File: config.mk
export PLATFORM = sky130hd
export DESIGN_NAME = glitch_sequencer
export DESIGN_NICKNAME = d
export VERILOG_FILES = /design/src/rtl/glitch_sequencer.sv
export SDC_FILE = /design/constraint.sdc
export NUM_CORES = 1
export LEC_CHECK = 0
export BUFFER_PORTS_ARGS = -buffer_cell sky130_fd_sc_hd__buf_2
export CORE_MARGIN = 2
export CORE_UTILIZATION = 55
export DETAILED_ROUTE_END_ITERATION = 8
export GPL_TIMING_DRIVEN = 0
export PLACE_DENSITY = 0.81
export SYNTH_ARGS = -nofsm -noshare
export SYNTH_HDL_FRONTEND = slang
export SYNTH_SLANG_ARGS = --single-unit
File: constraint.sdc
create_clock -name clk_in -period 3.24 [get_ports clk_in]
set_input_delay 0.162 -clock clk_in [delete_from_list [all_inputs] [get_ports clk_in]]
set_output_delay 0.162 -clock clk_in [all_outputs]
set_load 0.02 [all_outputs]
File: src/rtl/glitch_sequencer.sv
// Trigger-to-glitch sequencer: latches a glitch configuration on arm, then times delay/width/gap after a trigger edge.
// Optional repeated glitches are built when the macro GLITCH_REPEAT_EN is defined.
module glitch_sequencer #(
    parameter int CNT_W = 16
) (
    input  logic             clk_in,
    input  logic             rst,
    input  logic             arm,
    input  logic             abort,
    input  logic             trigger,
    input  logic [7:0]       cfg_mode,
    input  logic [CNT_W-1:0] cfg_delay,
    input  logic [CNT_W-1:0] cfg_width,
    input  logic [CNT_W-1:0] cfg_gap,
    input  logic [7:0]       cfg_repeat,
    output logic             en,
    output logic [7:0]       mode,
    output logic             armed,
    output logic             busy,
    output logic             done
);

    // state    | meaning
    // S_IDLE   | waiting for arm
    // S_ARMED  | config latched, waiting for trigger rising edge
    // S_DELAY  | counting trigger-to-glitch delay
    // S_GLITCH | en asserted for the glitch width
    // S_GAP    | en low between repeated glitches (repeat build only)
    typedef enum logic [2:0] {
        S_IDLE,
        S_ARMED,
        S_DELAY,
`ifdef GLITCH_REPEAT_EN
        S_GAP,
`endif
        S_GLITCH
    } state_t;

    state_t           state;
    logic             trig_q;
    logic [CNT_W-1:0] cnt;
    logic [CNT_W-1:0] lat_delay;
    logic [CNT_W-1:0] lat_width;
    logic [CNT_W-1:0] w_load;
    logic             trig_edge;

`ifdef GLITCH_REPEAT_EN
    logic [CNT_W-1:0] lat_gap;
    logic [7:0]       lat_repeat;
    logic [7:0]       rep_cnt;
    logic [CNT_W-1:0] g_load;

    assign g_load = (lat_gap == '0) ? '0 : lat_gap - CNT_W'(1);
`else
    logic unused_cfg;

    assign unused_cfg = ^{cfg_gap, cfg_repeat};
`endif

    // Counters hold "cycles remaining after this one", so a zero width still yields one cycle.
    assign w_load    = (lat_width == '0) ? '0 : lat_width - CNT_W'(1);
    assign trig_edge = trigger & ~trig_q;

    always_ff @(posedge clk_in) begin
        if (rst) begin
            state     <= S_IDLE;
            trig_q    <= 1'b1;
            cnt       <= '0;
            lat_delay <= '0;
            lat_width <= '0;
            en        <= 1'b0;
            mode      <= 8'h00;
            armed     <= 1'b0;
            busy      <= 1'b0;
            done      <= 1'b0;
`ifdef GLITCH_REPEAT_EN
            lat_gap    <= '0;
            lat_repeat <= 8'h00;
            rep_cnt    <= 8'h00;
`endif
        end else begin
            trig_q <= trigger;
            done   <= 1'b0;
            if (abort) begin
                state <= S_IDLE;
                cnt   <= '0;
                en    <= 1'b0;
                armed <= 1'b0;
                busy  <= 1'b0;
            end else begin
                case (state)
                    S_IDLE: begin
                        if (arm) begin
                            lat_delay <= cfg_delay;
                            lat_width <= cfg_width;
                            mode      <= cfg_mode;
`ifdef GLITCH_REPEAT_EN
                            lat_gap    <= cfg_gap;
                            lat_repeat <= cfg_repeat;
`endif
                            state     <= S_ARMED;
                            armed     <= 1'b1;
                        end
                    end
                    S_ARMED: begin
                        if (trig_edge) begin
                            armed <= 1'b0;
                            busy  <= 1'b1;
`ifdef GLITCH_REPEAT_EN
                            rep_cnt <= lat_repeat;
`endif
                            if (lat_delay == '0) begin
                                state <= S_GLITCH;
                                en    <= 1'b1;
                                cnt   <= w_load;
                            end else begin
                                state <= S_DELAY;
                                cnt   <= lat_delay - CNT_W'(1);
                            end
                        end
                    end
                    S_DELAY: begin
                        if (cnt == '0) begin
                            state <= S_GLITCH;
                            en    <= 1'b1;
                            cnt   <= w_load;
                        end else begin
                            cnt <= cnt - CNT_W'(1);
                        end
                    end
                    S_GLITCH: begin
                        if (cnt == '0) begin
`ifdef GLITCH_REPEAT_EN
                            if (rep_cnt != 8'h00) begin
                                state   <= S_GAP;
                                en      <= 1'b0;
                                cnt     <= g_load;
                                rep_cnt <= rep_cnt - 8'd1;
                            end else begin
`else
                            begin
`endif
                                state <= S_IDLE;
                                en    <= 1'b0;
                                busy  <= 1'b0;
                                done  <= 1'b1;
                            end
                        end else begin
                            cnt <= cnt - CNT_W'(1);
                        end
                    end
`ifdef GLITCH_REPEAT_EN
                    S_GAP: begin
                        if (cnt == '0) begin
                            state <= S_GLITCH;
                            en    <= 1'b1;
                            cnt   <= w_load;
                        end else begin
                            cnt <= cnt - CNT_W'(1);
                        end
                    end
`endif
                    default: begin
                        state <= S_IDLE;
                        en    <= 1'b0;
                        armed <= 1'b0;
                        busy  <= 1'b0;
                    end
                endcase
            end
        end
    end

endmodule

==> Word-level counts from Yosys, hierarchy flattened <==
Index checks and enable logic that the tools add are counted.
{ "word_totals": {"ff_bits": 64, "input_bits": 69} }
{ "classes": {"n_eq_ne": 9, "reduce_logical": 15, "n_mux": 23, "bitwise_logic": 7, "n_addsub": 3} }
{ "ops": {"columns": ["operator", "count"], "rows": [
  ["16-bit 2-to-1 mux", 5],
  ["16-bit logical NOT", 3],
  ["16-bit one-hot mux with 3 select lines", 1],
  ["16-bit by 1-bit subtractor with 16-bit output (second input constant)", 3],
  ["3-bit 2-to-1 mux", 4],
  ["2-bit inequality test (second input constant)", 6],
  ["3-bit one-hot mux with 4 select lines", 1],
  ["3-bit AND reduction", 4],
  ["1-bit 2-to-1 mux", 9],
  ["3-bit by 2-bit == test with 1-bit output (second input constant)", 2],
  ["1-bit NOT", 6],
  ["1-bit one-hot mux with 3 select lines", 2],
  ["2-bit OR reduction", 3],
  ["5-bit AND reduction", 1],
  ["1-bit one-hot mux with 4 select lines", 1],
  ["4-bit AND reduction", 1],
  ["3-bit by 1-bit == test with 1-bit output (second input constant)", 1],
  ["3-bit logical NOT", 1],
  ["3-bit nonzero test", 1],
  ["3-bit OR reduction", 1],
  ["1-bit bitwise AND", 1]
]} }

==> Longest topological paths before layout <==
Gate-level depths: netlist of run 1.
{ "logic_depth": {"depth_word": 5, "ltp_mapped": 10, "ltp_nobuf": 8} }

==> Worst setup path before layout of run 1 <==
Ideal clock, no wire load.
{ "synth_path": {"path_kind": "register to register", "from": "register lat_width[0]", "to": "register cnt[3]", "setup_time_ns": 0.124, "t_required_ns": 3.116, "arrival_ns": 1.924, "path_slack_ns": 1.192, "n_path_buf": 1, "stages_incl_launch_ff": 10, "path_cell_list": "dfxtp_1 > inv_1 > ha_1 > or3b_1 > clkbuf_1 > nor4_1 > a21oi_1 > mux2_1 > o21ai_1 > a21boi_1"} }
{ "synth_via": {"elab_chain_len": 5} }
{ "synth_rtl": {"columns": ["item", "line_no", "source"], "rows": [
  ["start: declaration", "43", "logic [CNT_W-1:0] lat_width;"],
  ["start signal: assignment", "95", "lat_width <= cfg_width;"],
  ["16-bit by 1-bit subtractor with 16-bit output / 16-bit logical NOT (equally long branches)", "61", "assign w_load = (lat_width == '0) ? '0 : lat_width - CNT_W'(1);"],
  ["16-bit 2-to-1 mux *", "61", null],
  ["16-bit 2-to-1 mux", "112", "if (lat_delay == '0) begin"],
  ["16-bit 2-to-1 mux", "106", "if (trig_edge) begin"],
  ["16-bit one-hot mux with 3 select lines *", "91", "case (state)"],
  ["end signal: assignment", "115", "cnt <= w_load;"],
  ["end signal: assignment", "118", "cnt <= lat_delay - CNT_W'(1);"],
  ["end signal: assignment", "126", "cnt <= w_load;"],
  ["end: declaration", "41", "logic [CNT_W-1:0] cnt;"]
]} }
Every way passes the cells marked *; elsewhere a longest branch is shown, timed or not. The select of a mux whose other input is x is not followed.
A chain may end at the register's enable or synchronous reset.

==> Worst setup path in the final report of run 1 <==
{ "layout_path": {"from": "register cnt[0]", "to": "register cnt[7]"} }
{ "layout_via": {"elab_chain_len": 3} }
{ "layout_rtl": {"columns": ["item", "line_no", "source"], "rows": [
  ["16-bit by 1-bit subtractor with 16-bit output / 16-bit logical NOT (equally long branches)", null, null],
  ["16-bit 2-to-1 mux, or another cell as far along", "132", "if (cnt == '0) begin"],
  ["16-bit one-hot mux with 3 select lines / 3-bit AND reduction (equally long branches)", null, null]
]} }
Parallel ways exist; a longest one is shown, timed or not. The select of a mux whose other input is x is not followed.

==> summary.md, run 1 <==
| Metric | Value |
|---|---|
| Worst R2R End | `cnt[7]$_SDFFE_PP0P_` |
| Die Area | `7265 um2` |
| GRT Resource Usage Total | `0.2723` |
| Worst slew pin tran | `0.8192 ns` |
| CP required | `3.44 ns` |
| Slew Viols, Final | `0` |
| First drt pass iteration count | `5` |
| Share of layout cells above drive strength 1 | `0.1570` |
| CTS root buf | `clkbuf_8` |
| CP Data Arrival Time | `2.84 ns` |
| Max-cap violations | `0` |
| Residual DRC | `0` |
| Starting Density | `0.5716` |
| Outcome | `finished clean` |
| Diodes inserted | `0` |
| Critical path type | `reg -> reg` |
| Yosys reg bits | `63` |
| GRT busiest layer | `met2` |
| Clock Sinks | `63` |
| Die width | `85.24 um` |
| Final setup viols | `0` |
| Finished Layout Cells | `631` |
| GP Congestion | `0.9325` |
| Area grow syn2layout | `15.06%` |
| CP Max Fanout | `7` |
| Synth warn | `0` |
| Fin area | `4177 um2` |
| Vias per cell | `5.967` |
| Mux contribution to synthesized area | `0.02344` |
| Hold Path End | `trig_q$_SDFF_PP1_` |
| 1st-iter DRT viols | `378` |
| Fin nets | `628` |
| Layout Skew | `0.01304 ns` |
| Post-Place Cells | `615` |
| Slowest stage cell, crit path | `a21oi_2` |
| M2 GR Usage | `0.4368` |
| Setup_tns | `0 ns` |
| Post-layout min period | `2.634 ns` |
| Peak Freq | `379.6 MHz` |
| Worst hold path class | `in -> reg` |
| TritonCTS clock tree | `done` |
| Final worst-path cycle share | `0.8130` |
| Largest area contributor in the netlist | `dfxtp_1` |
| Largest family of logic cells by synthesized area | `simple AND/OR/NAND/NOR gates` |
| Cell Area, Synth | `3630 um2` |
| Syn Nets | `562` |
| Worst skew pair latency | `0.35 ns` |
| Met1 usage | `0.3599` |
| IO buf count | `55` |
| GR Overflow Total | `0` |
| # rows | `29` |
| Vert. Die Dim | `85.24 um` |
| Post-synth top area share | `0.3475` |
| Total number of vias | `3765` |
| Worst R2R Setup Slack | `0.61 ns` |
| Final hold violations | `0` |
| Fillers | `570` |
| Worst r2r path cells | `8` |
| Top FF cell, synth | `dfxtp_1` |
| DR WL/cell | `15.52 um` |
| Post-Syn Instances | `483` |
| Multi-input gate area | `2243 um2` |
| Reg area | `1261 um2` |
| Adder-cell share of the synthesized area | `0.03447` |
| Routing usage on met3 | `0.05058` |
| Number of global-route vias before repair | `3342` |
| Hold_sp | `trigger` |
| VDD IR max | `0.0003474 V` |
| Post-cts sizing count | `0` |
| Slew headroom | `0.4539` |
| EDFF count, synth | `0` |
| Synthesized area per cell | `7.515 um2` |
| Post-synthesis xor/xnor area fraction | `0.05791` |
| Netlist cell types | `61` |
| Pwr/cell area | `499.9 nW/um2` |
| Num CTS Buffers | `9` |
| Register area share after synthesis | `0.3475` |
| Compound-Gate Fraction of Synth Area | `0.2051` |
| Leak | `1.708 nW` |
| RR Startpoint | `cnt[0]$_SDFFE_PP0P_` |
| Crit-path cells | `inv_1 > ha_1 > nor4b_1 > nand4_1 > a21oi_2 > nand2b_1 > o221ai_1 > a21oi_1` |
| DP Area | `4001 um2` |
| Top-level port count | `81` |
| CTS max path bufs | `2` |
| Startpoint types | `register` |
| Simple logic cell fraction of the synthesized area | `0.2971` |
| Worst Hold Depth | `2` |
| Async SR Flop Fraction | `0` |
| H-tree lvl count | `3` |
| CP peak stage delay | `0.46 ns` |
| Detail Route Antenna Nets | `0` |
| Synth top area cells | `dfxtp_1 35%, nand2_1 10%, a21oi_1 8.7%, nor2_1 3.8%, ha_1 3.4%` |
| Setup bufs post-CTS | `0` |
| Hold buffers post-CTS | `0` |
| Setup crit end kind | `register` |
| First-pass GRT wire length | `15700 um` |
| Total core area | `6350 um2` |
| Pin count of the biggest net entering global routing | `12` |
| RSZ-0062 raised after global routing | `false` |
| Initial antenna violation count | `0` |
| CTS clk-pin slew, worst paths | `0.07 ns` |
| Routed wire length | `9791 um` |
| HPWL after detailed placement | `7269 um` |
-- flip-flops by register name, indices dropped and copies added, names as in the netlist, 2 cells and up --
register	count
cnt	16
lat_delay	16
lat_width	16
mode	8
state	2
-- power breakdown --
group	switching (W)	leakage, nW	internal, W
clock network	0.000323	0.0853	0.000297
registers	0.0000423	0.513	0.000810
logic	0.000375	1.11	0.000241
total	0.000740	1.71	0.00135
-- worst max-delay path by stage --
stage | from | to | slack (ns) | cells after the start
2_1_floorplan | lat_width[0]$_SDFFE_PP0P_ | cnt[3]$_SDFFE_PP0P_ | 1.19 | 9
3_3_place_gp | cnt[0]$_SDFFE_PP0P_ | cnt[4]$_SDFFE_PP0P_ | 0.76 | 8
3_5_place_dp | lat_width[0]$_SDFFE_PP0P_ | cnt[3]$_SDFFE_PP0P_ | 0.72 | 9
4_1_cts | lat_width[0]$_SDFFE_PP0P_ | cnt[3]$_SDFFE_PP0P_ | 0.70 | 9
5_1_grt | cnt[0]$_SDFFE_PP0P_ | cnt[4]$_SDFFE_PP0P_ | 0.52 | 8
6_report | cnt[0]$_SDFFE_PP0P_ | cnt[7]$_SDFFE_PP0P_ | 0.61 | 8
-- synthesized netlist by cell type, drive strengths merged (2+ instances only) --
master and instances:
nor3 19, a211oi 4, and3 2, nand2b 6, inv 8, clkbuf 24, or3 5, a31oi 4
nor2 37, ha 10, xnor2 11, o41ai 2, o31ai 2, nand4 2, a22oi 2, a32oi 3
nand3b 3, a21o 3, a21oi 64, nand2 102, nand3 10, a21boi 2, mux2i 4, o211ai 3
o221ai 3, nor4 13, o21ai 22, o22ai 2, or3b 2, dfxtp 63, and2 2, or2 6
or4 5, mux2 4, xor2 13
-- cell families after synthesis --
| kind of cell | count (synthesis) |
|---|---|
| buffers and inverters | 33 |
| adders and majority gates | 10 |
| muxes | 8 |
| AOI/OAI and AO/OA | 125 |
| DFF | 63 |
| and+or+nand+nor | 220 |
| xor gates and xnor gates | 24 |
-- area by class of cell --
cell class / count / area share
Inverter: 8 / 0.007190
Sequential cell: 63 / 0.3020
Multi-Input combinational cell: 387 / 0.5371
Buffer: 25 / 0.02277
Tap cell: 77 / 0.02307
Clock inverter: 5 / 0.008089
Clock buffer: 11 / 0.03385
Timing Repair Buffer: 55 / 0.06591
-- layer usage --
layer	share of wire	wire length (um)
met5	0	0
met3	0.086	840
met1	0.43	4180
met4	0.031	308
met2	0.46	4461
-- cell usage in the layout (no fill, tap or decap), types with 11 or more instances in the layout --
cell / n
nor2_1: 37
xor2_1: 13
dfxtp_1: 63
a21oi_1: 63
nand2_1: 101
xnor2_1: 11
buf_2: 56
nor3_1: 17
clkbuf_1: 25
o21ai_0: 17
-- worst max-delay path, delay by kind of cell, from the launching register on --
family / cells / cell delay, ns
buf+inv: 1 / 0.09
compound gates: 3 / 0.89
flops: 1 / 0.35
fa+ha+maj: 1 / 0.14
simple gates: 3 / 1.02
-- metrics by stage --
step / total power [W] / hold slack, ns / setup slack, ns / util
after floorplan: 0.001304 / 0.2686 / 1.192 / -
after global placement: 0.001456 / 0.3674 / 0.7609 / 0.6301
after detailed placement: 0.001468 / 0.3738 / 0.7242 / 0.6301
after CTS: 0.002081 / 0.01868 / 0.7008 / 0.6577
after global routing: 0.002185 / 0.01392 / 0.5232 / 0.6577
final: 0.002088 / 0.01956 / 0.6060 / 0.6577
Power figures use the tool's default switching activity.
==> run 2: changes to the inputs <==
==> constraint.sdc (replaced) <==
create_clock -name clk_in -period 2.5 [get_ports clk_in]
set_input_delay 0.125 -clock clk_in [delete_from_list [all_inputs] [get_ports clk_in]]
set_output_delay 0.125 -clock clk_in [all_outputs]
set_load 0.02 [all_outputs]
==> run 2 against run 1 <==
  * Sequential power rose by 30%
  * Clock skew grew 0.00097 ns
  * Critical path depth unchanged
  * Via count increased by 0.37%
  * Sequential share of layout area is 0.43 points lower
  * Critical path type unchanged
  * Highest routed layer unchanged
==> summary.md, run 2 (synthesized netlist as in run 1, its figures left out) <==
| Metric | Value |
|---|---|
| Outcome | `finished clean` |
| Final worst-path cycle share | `0.9587 (+0.1457)` |
| Worst R2R Setup Slack | `0.10 ns (-0.50 ns)` |
| HPWL after detailed placement | `7269 um (unchanged)` |
| RSZ-0062 raised after global routing | `true` |
| Pwr/cell area | `644.0 nW/um2 (+29%)` |
| DP Area | `4001 um2 (unchanged)` |
| Worst hold path class | `in -> reg` |
| Worst r2r path cells | `8 (unchanged)` |
| Tot Pwr | `0.002729 W (+31%)` |
| Peak Freq | `417.2 MHz (+9.9%)` |
| Critical path type | `reg -> reg` |
| GP Congestion | `0.9325 (unchanged)` |
| Fin nets | `629 (+0.16%)` |
| Hold_sp | `cfg_width[8]` |
| Fillers | `561 (-1.6%)` |
| Worst path most repeated cell | `a21oi_1` |
| Startpoint types | `register` |
| Final setup viols | `0 (unchanged)` |
| Routed wire length | `9889 um (+1.0%)` |
| Most common cell after layout, fill and taps aside | `nand2_1` |
| Residual DRC | `0 (unchanged)` |
| DR WL/cell | `15.65 um (+0.84%)` |
| Top Registers | `cnt: 16 flops, lat_delay: 16 flops, lat_width: 16 flops` |
| RR Startpoint | `lat_delay[0]$_SDFFE_PP0P_` |
| Crit path max-delay family | `simple AND/OR/NAND/NOR gates` |
| Slew Viols, Final | `0 (unchanged)` |
| Finished Layout Cells | `632 (+0.16%)` |
| CP required | `2.70 ns (-0.74 ns)` |
| Vias per cell | `5.979 (+0.21%)` |
| First-pass GRT wire length | `15750 um (+0.31%)` |
| Final hold violations | `0 (unchanged)` |
| CTS clk-pin slew, worst paths | `0.07 ns (about the same)` |
| Layout Skew | `0.01401 ns (+0.0009677 ns)` |
| Setup crit end kind | `register` |
| Worst skew pair latency | `0.36 ns (about the same)` |
| IO buf count | `55 (unchanged)` |
| Top Metal Used | `met4` |
| Setup bufs post-CTS | `0 (unchanged)` |
| Worst Path Buf+Inv | `1 (unchanged)` |
| Area grow syn2layout | `16.72%` |
| Most frequent cells in the layout | `101 x nand2_1, 63 x dfxtp_1, 62 x a21oi_1` |
| Total core area | `6350 um2 (unchanged)` |
| Starting Density | `0.5716 (unchanged)` |
| 1st-iter DRT viols | `353 (-6.6%)` |
| Num CTS Buffers | `9 (unchanged)` |
| Leak | `1.729 nW (+1.2%)` |
| Worst R2R End | `cnt[7]$_SDFFE_PP0P_` |
| Clock Sinks | `63 (unchanged)` |
| CP Data Arrival Time | `2.60 ns (-0.24 ns)` |
| Total number of vias | `3779 (+0.37%)` |
| Wire length on met2 | `4523 um (+1.4%)` |
| Post-layout min period | `2.397 ns (-0.2372 ns)` |
| Detail Route Antenna Nets | `0 (unchanged)` |
| Fin area | `4237 um2 (+1.4%)` |
| Top-level port count | `81 (unchanged)` |
| Pin count of the biggest net entering global routing | `12 (unchanged)` |
| Hold Path End | `lat_width[8]$_SDFFE_PP0P_` |
| Die Area | `7265 um2 (unchanged)` |
| # rows | `29 (unchanged)` |
| VDD IR max | `0.0004531 V (+30%)` |
| GR Overflow Total | `0 (unchanged)` |
| CTS root buf | `clkbuf_8` |
| Share of layout cells above drive strength 1 | `0.1712 (+0.01413)` |
| M1 WL | `4226 um (+1.1%)` |
| Vert. Die Dim | `85.24 um (unchanged)` |
| Post-Place Cells | `615 (unchanged)` |
| Metal3 WL | `838 um (-0.24%)` |
| Initial antenna violation count | `0 (unchanged)` |
| GRT Resource Usage Total | `0.2731 (+0.0008135)` |
| Worst slew pin tran | `0.8545 ns (+0.03539 ns)` |
| CP Max Fanout | `7 (unchanged)` |
| CP peak stage delay | `0.49 ns (+0.03 ns)` |
| Die width | `85.24 um (unchanged)` |
| Crit-path cells | `inv_1 > ha_1 > or3b_2 > nor3_4 > a21oi_1 > nand2b_2 > o221ai_1 > a21oi_1` |
| H-tree lvl count | `3 (unchanged)` |
| Slew headroom | `0.4303 (-0.02359)` |
| CTS max path bufs | `2 (unchanged)` |
| First drt pass iteration count | `5 (unchanged)` |
| Diodes inserted | `0 (unchanged)` |
| Max-cap violations | `0 (unchanged)` |
| Slowest stage cell, crit path | `or3b_2` |
| TritonCTS clock tree | `done` |
| Number of global-route vias before repair | `3351 (+0.27%)` |
| Worst Hold Depth | `3 (+1)` |
[run 2: power breakdown]
group / switching [W] / internal [W] / total (W) / leakage, nW
clock network: 0.000420 / 0.000385 / 0.000804 / 0.0853
registers: 0.0000561 / 0.00105 / 0.00111 / 0.513
logic: 0.000497 / 0.000322 / 0.000819 / 1.13
total: 0.000973 / 0.00176 / 0.00273 / 1.73
[run 2: cell type report]
class / count / area, um2 / area share
buffer: 25 / 96.34 / 0.02274
clock buffer: 11 / 141.4 / 0.03337
clock inverter: 5 / 33.78 / 0.007974
inverter: 8 / 30.03 / 0.007088
multi-input combinational: 387 / 2292 / 0.5411
sequential: 63 / 1261 / 0.2977
tap: 77 / 96.34 / 0.02274
timing repair buffer: 56 / 285.3 / 0.06734
[run 2: worst min-delay path: cells and delay by family]
family	cells	cell delay [ns]
and+or+nand+nor	1	0.04
AOI/OAI and AO/OA	1	0.05
buffers and inverters	1	0.09
[run 2: how the worst max path moves through the flow]
stage                                    startpoint                  end  cells past startpoint
after floorplan           lat_width[0]$_SDFFE_PP0P_  cnt[3]$_SDFFE_PP0P_                      9
after global placement          cnt[0]$_SDFFE_PP0P_  cnt[4]$_SDFFE_PP0P_                      8
after detailed placement  lat_width[0]$_SDFFE_PP0P_  cnt[3]$_SDFFE_PP0P_                      9
after CTS                       cnt[0]$_SDFFE_PP0P_  cnt[7]$_SDFFE_PP0P_                      8
after global routing      lat_delay[0]$_SDFFE_PP0P_  cnt[4]$_SDFFE_PP0P_                      8
final                     lat_delay[0]$_SDFFE_PP0P_  cnt[7]$_SDFFE_PP0P_                      8
[run 2: per-stage QoR]
step                      worst slack (ns)  hold WS [ns]  utilization  setup TNS, ns
after floorplan                     0.4517        0.2316            -              0
after global placement             0.02090        0.3304       0.6301              0
after detailed placement          -0.01576        0.3368       0.6301       -0.01576
after CTS                          0.01086      0.003719       0.6603              0
after global routing             -0.005639      0.006056       0.6672      -0.005639
final                               0.1032      0.002160       0.6672              0
[run 2: metal layers]
metal,vias to the layer above,global-route usage
li1,1836,-
met1,1740,0.3611
met2,176,0.4382
met3,27,0.05058
met4,0,0.1154
met5,-,0
[run 2: what timing repair did]
action,4_1_cts,5_1_grt
hold buffers,1,0
setup endpoints to repair,1,10
hold endpoints to repair,1,0
resized for setup,1,10
